### src/rtl/acc_mac_engine.sv
// Element-wise multiply and dot-product engine.
// A single 8x8 multiplier is time-shared across all operand pairs through a two-stage
// pipeline: stage 1 registers one product per cycle, stage 2 writes it back and accumulates.
module acc_mac_engine #(
  parameter int unsigned N_ELEM    = 9,
  parameter int unsigned IN_WIDTH  = 8,
  parameter int unsigned OUT_WIDTH = 16,
  parameter int unsigned SUM_WIDTH = 20
) (
  input  logic                          HCLK,
  input  logic                          HRESET,
  input  logic                          start,
  input  logic [N_ELEM*IN_WIDTH-1:0]    acc_in_A,
  input  logic [N_ELEM*IN_WIDTH-1:0]    acc_in_B,
  output logic                          busy,
  output logic                          done,
  output logic [N_ELEM*OUT_WIDTH-1:0]   acc_out,
  output logic [SUM_WIDTH-1:0]          acc_sum
);

  localparam int unsigned IdxW = (N_ELEM > 1) ? $clog2(N_ELEM) : 1;
  localparam logic [IdxW-1:0] LastIdx = IdxW'(N_ELEM - 1);

  typedef enum logic [1:0] {StIdle, StMac, StDrain} state_e;

  state_e state_q, state_d;

  logic [N_ELEM*IN_WIDTH-1:0] a_q, b_q;
  logic [IdxW-1:0]            idx_q;
  logic [OUT_WIDTH-1:0]       p1_q;
  logic [IdxW-1:0]            i1_q;
  logic                       v1_q;

  logic                 accept;
  logic                 issue;
  logic                 drain;
  logic [IN_WIDTH-1:0]  a_sel, b_sel;
  logic [OUT_WIDTH-1:0] mul;

  // Next-state decode and per-cycle control strobes.
  always_comb begin
    state_d = state_q;
    accept  = 1'b0;
    issue   = 1'b0;
    drain   = 1'b0;
    unique case (state_q)
      StIdle: begin
        if (start) begin
          accept  = 1'b1;
          state_d = StMac;
        end
      end
      StMac: begin
        issue = 1'b1;
        if (idx_q == LastIdx) state_d = StDrain;
      end
      StDrain: begin
        drain   = 1'b1;
        state_d = StIdle;
      end
      default: state_d = StIdle;
    endcase
  end

  // Shared multiplier operating on the snapshotted operands.
  always_comb begin
    a_sel = a_q[idx_q*IN_WIDTH +: IN_WIDTH];
    b_sel = b_q[idx_q*IN_WIDTH +: IN_WIDTH];
    mul   = OUT_WIDTH'(a_sel) * OUT_WIDTH'(b_sel);
  end

  // FSM state register.
  always_ff @(posedge HCLK or posedge HRESET) begin
    if (HRESET) state_q <= StIdle;
    else        state_q <= state_d;
  end

  // Operand snapshot, issue index, stage-1 product register and handshake flags.
  always_ff @(posedge HCLK or posedge HRESET) begin
    if (HRESET) begin
      a_q   <= '0;
      b_q   <= '0;
      idx_q <= '0;
      p1_q  <= '0;
      i1_q  <= '0;
      v1_q  <= 1'b0;
      busy  <= 1'b0;
      done  <= 1'b0;
    end else begin
      v1_q <= issue;
      done <= drain;
      if (accept) begin
        a_q   <= acc_in_A;
        b_q   <= acc_in_B;
        idx_q <= '0;
        busy  <= 1'b1;
      end
      if (issue) begin
        p1_q  <= mul;
        i1_q  <= idx_q;
        idx_q <= idx_q + 1'b1;
      end
      if (drain) busy <= 1'b0;
    end
  end

  // Stage 2: write back each product and accumulate the dot product.
  always_ff @(posedge HCLK or posedge HRESET) begin
    if (HRESET) begin
      acc_out <= '0;
      acc_sum <= '0;
    end else if (accept) begin
      acc_out <= '0;
      acc_sum <= '0;
    end else if (v1_q) begin
      acc_out[i1_q*OUT_WIDTH +: OUT_WIDTH] <= p1_q;
      acc_sum <= acc_sum + SUM_WIDTH'(p1_q);
    end
  end

endmodule

### config.mk
export PLATFORM = sky130hd
export DESIGN_NAME = acc_mac_engine
export DESIGN_NICKNAME = d
export VERILOG_FILES = /design/src/rtl/acc_mac_engine.sv
export SDC_FILE = /design/constraint.sdc
export NUM_CORES = 1
export LEC_CHECK = 0
export CAP_MARGIN = 10
export CORE_UTILIZATION = 40
export CTS_CLUSTER_SIZE = 20
export DETAILED_ROUTE_END_ITERATION = 10
export MAX_ROUTING_LAYER = met4
export PLACE_DENSITY = 0.73
export SLEW_MARGIN = 10
export SYNTH_ARGS = -nofsm -noshare
export SYNTH_HDL_FRONTEND = slang
export SYNTH_SLANG_ARGS = --single-unit
### constraint.sdc
create_clock -name HCLK -period 19.8 [get_ports HCLK]
set_clock_uncertainty 0.2 [all_clocks]
set_input_delay 4.95 -clock HCLK [delete_from_list [all_inputs] [get_ports HCLK]]
set_output_delay 4.95 -clock HCLK [all_outputs]
set_load 0.02 [all_outputs]
After elaboration in Yosys (flattened, before gate mapping)

Cells that the tools add are included.

Add/sub/neg operators: 3
$mul: 1
Eq/ne operators: 5
Shift-type cells: 4
Mux-type cells: 16
Reductions and logical operators: 5

Operators by type and width:

| kind                      | count |
|---|---|
| $mux 144                  | 2 |
| $bwmux 144                | 1 |
| $shift 16x34->144 const A | 1 |
| $shiftx 16x34->144        | 1 |
| $shiftx 72x8->8           | 2 |
| $mux 20                   | 2 |
| $neg 8->34                | 1 |
| $add 20x16->20            | 1 |
| $mul 8x8->16              | 1 |
| $mux 4                    | 2 |
| $mux 1                    | 6 |
| $reduce_bool 2->1         | 3 |
| $add 4x1->4 const B       | 1 |
| $eq 4x4->1 const B        | 1 |
| $mux 2                    | 2 |
| $ne 2x2->1 const B        | 2 |
| $pmux 2 s2                | 1 |
| $eq 2x1->1 const B        | 1 |
| $eq 2x2->1 const B        | 1 |
| $logic_not 2->1           | 1 |
| $reduce_and 2->1          | 1 |

Register bits after elaboration: 337
Input port bits: 147
Output and inout bits: 166
Word-level logic and storage cells: 45

Longest topological paths before layout

Gate-level depths: netlist (run 1).

Depth in word-level cells: 5
Depth in mapped cells: 23

Least setup slack after synthesis (run 1)

OpenSTA, ideal clock, no wires.

Path type: input to register
Start point: in start
End point: reg acc_out[73]
Arrival time: 6.154 ns
Required time: 19.468 ns
Setup slack: 13.315 ns
Cell stages on the path: 5
Buffers on the path: 3
Cell sequence: nor3b_1 > clkbuf_1 > clkbuf_1 > clkbuf_1 > nor2_1

Word-level cells in the longest chain between the ends: 3

RTL lines:

| element                                       | line | RTL |
|---|---|---|
| start: declaration                            | 12   | `input logic start,` |
| $mux 1 *                                      | 48   | `if (start) begin` |
| $mux 1 *                                      | 46   | `unique case (state_q)` |
| $mux 144 or $reduce_bool 2->1 (tied branches) | n/a  |  |
| end signal: indexed assignment                | 116  | `acc_out[i1_q*OUT_WIDTH +: OUT_WIDTH] <= p1_q;` |
| end: declaration                              | 17   | `output logic [N_ELEM*OUT_WIDTH-1:0] acc_out,` |

Mark *: on every way between the ends. The rest lies on a longest branch, timed or not.
A chain may end at the register's enable or synchronous reset.

Worst setup path after layout (run 1)

Start point: in start
End point: reg acc_out[139]

The elaborated chain is that of the path after synthesis.

==> results of run 1 <==
worst min path at each step:
stage,startpoint,slack [ps],cells after the start,to
floorplan,a_q[16],240,2,a_q[16]
global placement,b_q[14],250,2,b_q[14]
detailed placement,b_q[19],260,2,b_q[19]
CTS,b_q[19],270,2,b_q[19]
global route,b_q[59],290,2,b_q[59]
finish,b_q[19],270,2,b_q[19]
cells in the final DEF (no fill, tap or decap), drive strengths merged, types with 7 or more instances in the layout:
cell type      instances
a211oi                 7
dfrtp                337
nand2b                12
nand3                 17
a21o                  11
or2                   11
clkdlybuf4s50        312
o21ai                 46
nor2                 115
nand2                513
o21a                  15
mux2i                 48
inv                   68
ha                    56
fa                    37
mux4                  32
buf                   16
a22o                 102
nor3                  16
xnor2                  9
a21oi                 44
clkbuf                48
through the flow:
step / power [mW] / util / std cells
2_1_floorplan: 3.00 / - / 1696
3_3_place_gp: 3.65 / 0.488 / 2460
3_5_place_dp: 3.73 / 0.488 / 2460
4_1_cts: 4.45 / 0.516 / 2520
5_1_grt: 4.79 / 0.517 / 2521
6_report: 4.43 / 0.517 / 2521
critical path: stages:
cell	delay, ps
sky130_fd_sc_hd__clkdlybuf4s50_1	510
sky130_fd_sc_hd__nor3b_2	460
sky130_fd_sc_hd__buf_4	800
sky130_fd_sc_hd__a21oi_2	340
sky130_fd_sc_hd__nor3_4	600
sky130_fd_sc_hd__a22o_1	240
power breakdown:
group | internal, mW | switching (mW)
sequential | 0.959 | 0.241
clock | 0.412 | 0.277
combinational | 1.10 | 1.44
total | 2.47 | 1.96
routing by layer:
| metal | wire (um) | vias up | global-route usage |
|---|---|---|---|
| met3 | 3580 | 88 | 0.0427 |
| met4 | 1400 | 0 | 0.0759 |
| li1 | - | 6266 | - |
| met5 | 0 | - | - |
| met2 | 22100 | 573 | 0.355 |
| met1 | 21100 | 6692 | 0.313 |
synth_stat cells, types with 6 or more instances:
| cell | n |
|---|---|
| sky130_fd_sc_hd__mux2i_1 | 48 |
| sky130_fd_sc_hd__nand2_1 | 513 |
| sky130_fd_sc_hd__o21a_1 | 15 |
| sky130_fd_sc_hd__a211oi_1 | 7 |
| sky130_fd_sc_hd__clkbuf_1 | 73 |
| sky130_fd_sc_hd__nor2b_1 | 6 |
| sky130_fd_sc_hd__nor2_1 | 114 |
| sky130_fd_sc_hd__ha_1 | 56 |
| sky130_fd_sc_hd__a21oi_2 | 13 |
| sky130_fd_sc_hd__nand3b_1 | 6 |
| sky130_fd_sc_hd__fa_1 | 37 |
| sky130_fd_sc_hd__dfrtp_1 | 337 |
| sky130_fd_sc_hd__a21o_1 | 11 |
| sky130_fd_sc_hd__buf_2 | 16 |
| sky130_fd_sc_hd__inv_1 | 66 |
| sky130_fd_sc_hd__o21ai_0 | 30 |
| sky130_fd_sc_hd__buf_1 | 8 |
| sky130_fd_sc_hd__nand2b_1 | 12 |
| sky130_fd_sc_hd__mux4_2 | 32 |
| sky130_fd_sc_hd__a21oi_1 | 31 |
| sky130_fd_sc_hd__or2_1 | 9 |
| sky130_fd_sc_hd__a22o_1 | 102 |
| sky130_fd_sc_hd__o31ai_1 | 6 |
| sky130_fd_sc_hd__nand3_1 | 17 |
| sky130_fd_sc_hd__xnor2_1 | 9 |
| sky130_fd_sc_hd__o21ai_1 | 15 |
| sky130_fd_sc_hd__and3_1 | 6 |
| sky130_fd_sc_hd__nor3_1 | 13 |
layout make-up:
cell class | instances | area, sq um
well taps | 539 | 674
flip-flops and latches | 337 | 8440
clock inverters | 12 | 169
repair buffers | 328 | 3240
clock buffers | 48 | 1020
multi-input cells | 1188 | 7870
inverters | 68 | 263
diodes | 1 | 2.50
fillers | 3672 | 20300
registers in the layout (all words and copies together), names as in the netlist:
signal	flops
a_q	72
acc_out	144
acc_sum	20
b_q	72
busy	1
done	1
i1_q	4
idx_q	4
p1_q	16
state_q	2
v1_q	1
cells by family after synthesis:
logic type               after synthesis
AO/OA/AOI/OAI                        272
multiplexers                          80
adder cells (fa/ha/maj)               93
flip-flops                           337
AND/OR/NAND/NOR                      731
XOR/XNOR                              12
buffers and inverters                171
==> impl_metrics.prom, run 1 <==
# TYPE chip_impl_metric gauge
chip_impl_info{name="status",value="finished, final reports clean"} 1
chip_impl_metric{name="num_vias",unit=""} 13600
chip_impl_info{name="worstReg2RegEnd",value="p1_q[13]"} 1
chip_impl_metric{name="globalplace.congestion",unit=""} 0.879
chip_impl_metric{name="clk_transition_reported_paths",unit="ps"} 60
chip_impl_metric{name="cp_data_arrival_time",unit="ps"} 7930
chip_impl_metric{name="worst_slew_pin_slew",unit="ps"} 1330
chip_impl_metric{name="number_of_hold_slack_violations_in_the_final_timing_report",unit=""} 0
chip_impl_metric{name="synth_simple_gate_area_frac",unit=""} 0.179
chip_impl_metric{name="ys_seq_area_frac",unit=""} 0.497
chip_impl_metric{name="mappedNetlistNets",unit=""} 1936
chip_impl_metric{name="start_util",unit=""} 0.405
chip_impl_metric{name="grt_start_max_net_pins",unit=""} 124
chip_impl_metric{name="pin_count",unit=""} 313
chip_impl_metric{name="ys_seq_elements",unit=""} 337
chip_impl_metric{name="routed_via_density",unit=""} 5.40
chip_impl_metric{name="final.hold.worst_slack",unit="ps"} 272
chip_impl_metric{name="syn2layout_area_growth",unit="%"} 27.7
chip_impl_metric{name="design.die.area",unit="sq um"} 43300
chip_impl_info{name="clock-root-buffer",value="sky130_fd_sc_hd__clkbuf_16"} 1
chip_impl_metric{name="timing.final.crit_period",unit="ps"} 7660
chip_impl_metric{name="setup_violations",unit=""} 0
chip_impl_metric{name="antenna_violations_before_repair",unit=""} 1
chip_impl_metric{name="cts_setup_buffers",unit=""} 0
chip_impl_metric{name="reg2reg_slack",unit="ps"} 13110
chip_impl_metric{name="async_set_or_reset_flop_fraction_in_the_synthesized_netlist",unit=""} 1.00
chip_impl_metric{name="p_leak",unit="nW"} 10.2
chip_impl_metric{name="timing.reg2reg.worst_path_depth",unit=""} 20
chip_impl_info{name="synth_top_family_by_area",value="simple AND/OR/NAND/NOR gates"} 1
chip_impl_metric{name="synth_largest_type_area_fraction",unit=""} 0.497
chip_impl_metric{name="post_cts_resize_count",unit=""} 0
chip_impl_metric{name="clock_path_buffers",unit=""} 3
chip_impl_metric{name="cts_inserted_buffers",unit=""} 37
chip_impl_info{name="min-delay-path-class",value="reg -> reg"} 1
chip_impl_metric{name="die_y",unit="um"} 208
chip_impl_info{name="crit_type",value="in -> reg"} 1
chip_impl_metric{name="post_synth_mux_area_share",unit=""} 0.0708
chip_impl_metric{name="required",unit="ps"} 20070
chip_impl_metric{name="crit_share_post_route",unit=""} 0.387
chip_impl_metric{name="clock_tree.htree_level_count",unit=""} 2
chip_impl_metric{name="report.final.slew_viol_count",unit=""} 0
chip_impl_metric{name="floorplan.die.width",unit="um"} 208
chip_impl_metric{name="core_region_area",unit="sq um"} 41900
chip_impl_metric{name="timing.final.ws_setup",unit="ps"} 12140
chip_impl_info{name="ys.flop_type",value="sky130_fd_sc_hd__dfrtp_1"} 1
chip_impl_metric{name="clock_insertion_delay_worst_skew",unit="ps"} 550
chip_impl_metric{name="grt_use_total",unit=""} 0.232
chip_impl_metric{name="highest_achievable_clock_rate",unit="GHz"} 0.131
chip_impl_info{name="cp_endpoint_kind",value="register"} 1
chip_impl_metric{name="cp_max_fo",unit=""} 93
chip_impl_metric{name="dr.pass1.iters",unit=""} 7
chip_impl_metric{name="synth_compound_gate_area_share",unit=""} 0.121
chip_impl_metric{name="layout.nets",unit=""} 2200
chip_impl_metric{name="detailedPlace.worstSlack",unit="ps"} 11550
chip_impl_info{name="setup.worst_path.end",value="acc_out[139]"} 1
chip_impl_metric{name="post_synth_inst_count",unit=""} 1696
chip_impl_info{name="rsz0062_at_grt",value="no"} 1
chip_impl_info{name="synth.area.top_cells",value="sky130_fd_sc_hd__dfrtp_1 50%, sky130_fd_sc_hd__nand2_1 11%, sky130_fd_sc_hd__a22o_1 5.3%"} 1
chip_impl_metric{name="drt-initial-drc-count",unit=""} 989
chip_impl_metric{name="first_global_vias",unit=""} 13600
chip_impl_metric{name="yosys_synthesis_warning_count",unit=""} 0
chip_impl_metric{name="placement_rows",unit=""} 75
chip_impl_info{name="tritoncts",value="yes"} 1
chip_impl_metric{name="syn-cell-area",unit="sq um"} 17000
chip_impl_info{name="rr_startpoint",value="idx_q[0]"} 1
chip_impl_metric{name="synth_enable_flop_cells",unit=""} 0
chip_impl_metric{name="hpwl",unit="mm"} 33.2
chip_impl_metric{name="synth_xor_area_frac",unit=""} 0.00619
chip_impl_metric{name="synth-adder-area-share",unit=""} 0.0849
chip_impl_metric{name="grt_first_pass_wirelength",unit="mm"} 76.7
chip_impl_metric{name="tns",unit="ps"} 0
chip_impl_info{name="crit_path_start",value="start"} 1
chip_impl_metric{name="timing.max_cap.violations",unit=""} 0
chip_impl_metric{name="final_area",unit="sq um"} 21700
chip_impl_metric{name="grt_remaining_overflow",unit=""} 0
chip_impl_metric{name="p_per_area",unit="nW/um^2"} 204
chip_impl_info{name="yosysTopAreaCell",value="sky130_fd_sc_hd__dfrtp_1"} 1
chip_impl_metric{name="drive_above_1_share",unit=""} 0.0687
chip_impl_metric{name="detail_route.drc_violations",unit=""} 0
chip_impl_metric{name="detailed_place.area",unit="sq um"} 20500
chip_impl_metric{name="ir_drop",unit="mV"} 0.147
chip_impl_metric{name="post_drt_wl_per_cell",unit="um"} 19.1
chip_impl_metric{name="postRouteWirelength",unit="mm"} 48.2
chip_impl_metric{name="syn-mean-instance-area",unit="sq um"} 10.0
chip_impl_metric{name="port_buffer_count",unit=""} 312
chip_impl_info{name="timing.critical_path.from_type",value="input pin"} 1
chip_impl_metric{name="synth.lib_cells_used.distinct",unit=""} 74
chip_impl_metric{name="number_of_buffers_inserted_for_hold_repair_after_clock_tree_synthesis",unit=""} 0
chip_impl_metric{name="ant_nets",unit=""} 0
chip_impl_metric{name="max-slew-margin-rel",unit=""} 0.113
chip_impl_metric{name="clock-sinks",unit=""} 337
No activity file was read; power rests on OpenSTA's default activity.
==> run 2: changes to the inputs <==
- clock period: 19.8 -> 7.1 ns (I/O delays scaled with it)
==> run 2 against run 1 <==
Against the previous run: sequential cell count unchanged; highest routed layer unchanged; register-to-register slack worse by 12000 ps; clock power rose to 3.0 times the previous value; via count down 0.66%; setup slack worse by 11000 ps; sequential power rose to 2.8 times the previous value; sequential share of layout area down 0.37 points; global-route usage down 0.090 points; first-iteration DRC count down 6.7%; cell area up 0.95%; non-clock buffer count up 6.
==> impl_metrics.prom, run 2 (same netlist as run 1, synthesis figures left out) <==
# TYPE chip_impl_metric gauge
chip_impl_metric{name="layout.nets",unit=""} 2207
chip_impl_metric{name="cp_max_fo",unit=""} 34
chip_impl_metric{name="number_of_flip_flops_in_the_largest_register",unit=""} 144
chip_impl_metric{name="cts_inserted_buffers",unit=""} 38
chip_impl_metric{name="routed_via_density",unit=""} 5.34
chip_impl_metric{name="clock_insertion_delay_worst_skew",unit="ps"} 540
chip_impl_metric{name="globalplace.congestion",unit=""} 0.881
chip_impl_metric{name="power.share.clock",unit=""} 0.163
chip_impl_metric{name="grt_start_max_net_pins",unit=""} 200
chip_impl_metric{name="crit_share_post_route",unit=""} 0.846
chip_impl_metric{name="power.share.combinational",unit=""} 0.574
chip_impl_info{name="tritoncts",value="yes"} 1
chip_impl_metric{name="clock_tree.htree_level_count",unit=""} 2
chip_impl_metric{name="grt_remaining_overflow",unit=""} 0
chip_impl_metric{name="drive_above_1_share",unit=""} 0.0747
chip_impl_metric{name="cts_setup_buffers",unit=""} 0
chip_impl_metric{name="first_global_vias",unit=""} 13800
chip_impl_metric{name="floorplan.die.width",unit="um"} 208
chip_impl_metric{name="syn2layout_area_growth",unit="%"} 28.9
chip_impl_info{name="timing.critical_path.cells",value="buf_4 > mux4_2 > mux2i_1 > nor2_1 > a21oi_2 > or2_1 > fa_1 > fa_1 > inv_1 > fa_1 > inv_1 > fa_1 > inv_1 > ha_1 > o21a_1 > o31a_1 > o31a_1 > o211ai_1 > a2111oi_0 > nand3b_1"} 1
chip_impl_metric{name="share_seq_of_total_power",unit=""} 0.263
chip_impl_metric{name="start_util",unit=""} 0.405
chip_impl_metric{name="dr.pass1.iters",unit=""} 7
chip_impl_metric{name="grt_first_pass_wirelength",unit="mm"} 76.9
chip_impl_metric{name="placement_rows",unit=""} 75
chip_impl_metric{name="drt-initial-drc-count",unit=""} 923
chip_impl_metric{name="die_y",unit="um"} 208
chip_impl_metric{name="power_switching_share",unit=""} 0.442
chip_impl_metric{name="report.final.slew_viol_count",unit=""} 0
chip_impl_metric{name="hpwl",unit="mm"} 33.9
chip_impl_metric{name="max-slew-margin-rel",unit=""} 0.216
chip_impl_info{name="mostFrequentLayoutCells",value="513 x sky130_fd_sc_hd__nand2_1, 335 x sky130_fd_sc_hd__dfrtp_1, 312 x sky130_fd_sc_hd__clkdlybuf4s50_1, 114 x sky130_fd_sc_hd__nor2_1, 102 x sky130_fd_sc_hd__a22o_1"} 1
chip_impl_metric{name="cpPeakStageDelay",unit="ps"} 560
chip_impl_metric{name="timing.max_cap.violations",unit=""} 0
chip_impl_metric{name="clock_path_buffers",unit=""} 3
chip_impl_info{name="crit_type",value="reg -> reg"} 1
chip_impl_metric{name="tns",unit="ps"} 0
chip_impl_metric{name="register_area",unit="sq um"} 8440
chip_impl_info{name="rsz0062_at_grt",value="no"} 1
chip_impl_metric{name="setup_violations",unit=""} 0
chip_impl_metric{name="pin_count",unit=""} 313
chip_impl_info{name="largest-register",value="acc_out"} 1
chip_impl_info{name="cp_endpoint_kind",value="register"} 1
chip_impl_metric{name="design.die.area",unit="sq um"} 43300
chip_impl_info{name="reg_top3",value="acc_out x144, a_q x72, b_q x72"} 1
chip_impl_metric{name="cell_internal_pwr",unit="mW"} 7.07
chip_impl_metric{name="fill_cells",unit=""} 3695
chip_impl_info{name="clock-root-buffer",value="sky130_fd_sc_hd__clkbuf_16"} 1
chip_impl_metric{name="post_drt_wl_per_cell",unit="um"} 18.9
chip_impl_metric{name="port_buffer_count",unit=""} 312
chip_impl_metric{name="fin_util",unit=""} 0.522
chip_impl_metric{name="required",unit="ps"} 7370
chip_impl_metric{name="num_vias",unit=""} 13500
chip_impl_info{name="final_common_cell",value="sky130_fd_sc_hd__nand2_1"} 1
chip_impl_metric{name="detail_route.drc_violations",unit=""} 0
chip_impl_metric{name="timing.final.crit_period",unit="ps"} 6010
chip_impl_metric{name="number_of_hold_slack_violations_in_the_final_timing_report",unit=""} 0
chip_impl_metric{name="clk_transition_reported_paths",unit="ps"} 60
chip_impl_metric{name="p_per_area",unit="nW/um^2"} 579
chip_impl_metric{name="highest_achievable_clock_rate",unit="GHz"} 0.166
chip_impl_metric{name="ir_drop",unit="mV"} 0.389
chip_impl_metric{name="grt_use_total",unit=""} 0.231
chip_impl_metric{name="p_sw",unit="mW"} 5.59
chip_impl_metric{name="core_region_area",unit="sq um"} 41900
chip_impl_metric{name="p_leak",unit="nW"} 10.3
chip_impl_metric{name="ant_nets",unit=""} 0
chip_impl_info{name="timing.critical_path.from_type",value="register"} 1
chip_impl_metric{name="antenna_cells_inserted",unit=""} 0
chip_impl_metric{name="post_cts_resize_count",unit=""} 0
chip_impl_metric{name="antenna_violations_before_repair",unit=""} 0
chip_impl_metric{name="multi_input_area",unit="sq um"} 7860
chip_impl_metric{name="postRouteWirelength",unit="mm"} 47.8
chip_impl_metric{name="number_of_buffers_inserted_for_hold_repair_after_clock_tree_synthesis",unit=""} 0
chip_impl_info{name="most_used_cell_along_the_critical_path",value="sky130_fd_sc_hd__fa_1"} 1
chip_impl_metric{name="cp_data_arrival_time",unit="ps"} 6280
chip_impl_info{name="critical-path-slowest-cell",value="sky130_fd_sc_hd__fa_1"} 1
chip_impl_metric{name="clock-sinks",unit=""} 337
chip_impl_metric{name="worst_slew_pin_slew",unit="ps"} 1170
chip_impl_info{name="status",value="finished, final reports clean"} 1
chip_impl_info{name="min-delay-path-class",value="reg -> reg"} 1
-- run 2: cell types whose count changed in the layout (fill, tap and decap cells not counted), moves of 2 or more --
cell / delta
sky130_fd_sc_hd__clkbuf_16: +4
sky130_fd_sc_hd__buf_12: +3
sky130_fd_sc_hd__inv_6: +2
sky130_fd_sc_hd__clkinvlp_4: +3
sky130_fd_sc_hd__buf_4: +3
-- run 2: metal layers --
| layer | GRT usage | part of all wire | up-vias |
|---|---|---|---|
| met5 | - | 0 | - |
| met4 | 0.0756 | 0.029 | 0 |
| met3 | 0.0380 | 0.066 | 91 |
| met2 | 0.352 | 0.46 | 573 |
| met1 | 0.316 | 0.45 | 6564 |
| li1 | - | - | 6301 |
-- run 2: worst paths after layout --
check	slack, ps	cells after the start	startpoint	end
min	270	2	b_q[1]	b_q[1]
max in group asynchronous	3850	3	HRESET	acc_sum[3]
max reg2reg	1090	20	idx_q[1]	p1_q[13]
min reg2reg	270	2	b_q[1]	b_q[1]
max	1090	20	idx_q[1]	p1_q[13]
min in group asynchronous	1440	2	HRESET	acc_sum[0]
-- run 2: area by class of cell --
type / instances / area share
Sequential cell: 337 / 0.386
Multi-Input combinational cell: 1188 / 0.359
Timing Repair Buffer: 334 / 0.152
Clock buffer: 52 / 0.0515
Tap cell: 539 / 0.0308
Inverter: 68 / 0.0118
Clock inverter: 15 / 0.00881
-- run 2: power groups by stage --
stage          logic (mW)  clock network (mW)  registers [mW]
2_1_floorplan        5.02                   0            3.36
3_3_place_gp         7.07                   0            3.33
3_5_place_dp         7.26                   0            3.36
4_1_cts              7.33                2.09            3.34
5_1_grt              8.18                2.18            3.42
6_report             7.27                2.06            3.33
-- run 2: critical path: cells and delay by family, from the launching register on --
kind | cells | cell delay [ps]
mux | 2 | 530
flops | 1 | 400
compound gates | 6 | 1400
fa+ha+maj | 5 | 2400
buf+inv | 4 | 560
simple gates | 3 | 440
-- run 2: stage by stage --
stage / setup WS, ps / area (sq um) / power [mW] / cells / hold slack, ps
after global placement: 1210 / 20600 / 10.4 / 2466 / 255
after floorplan: 620 / 17000 / 8.38 / 1696 / 240
after global routing: 769 / 21900 / 13.8 / 2533 / 292
final: 1090 / 21900 / 12.7 / 2533 / 273
after CTS: 1100 / 21900 / 12.8 / 2533 / 275
after detailed placement: 1140 / 20600 / 10.6 / 2466 / 260
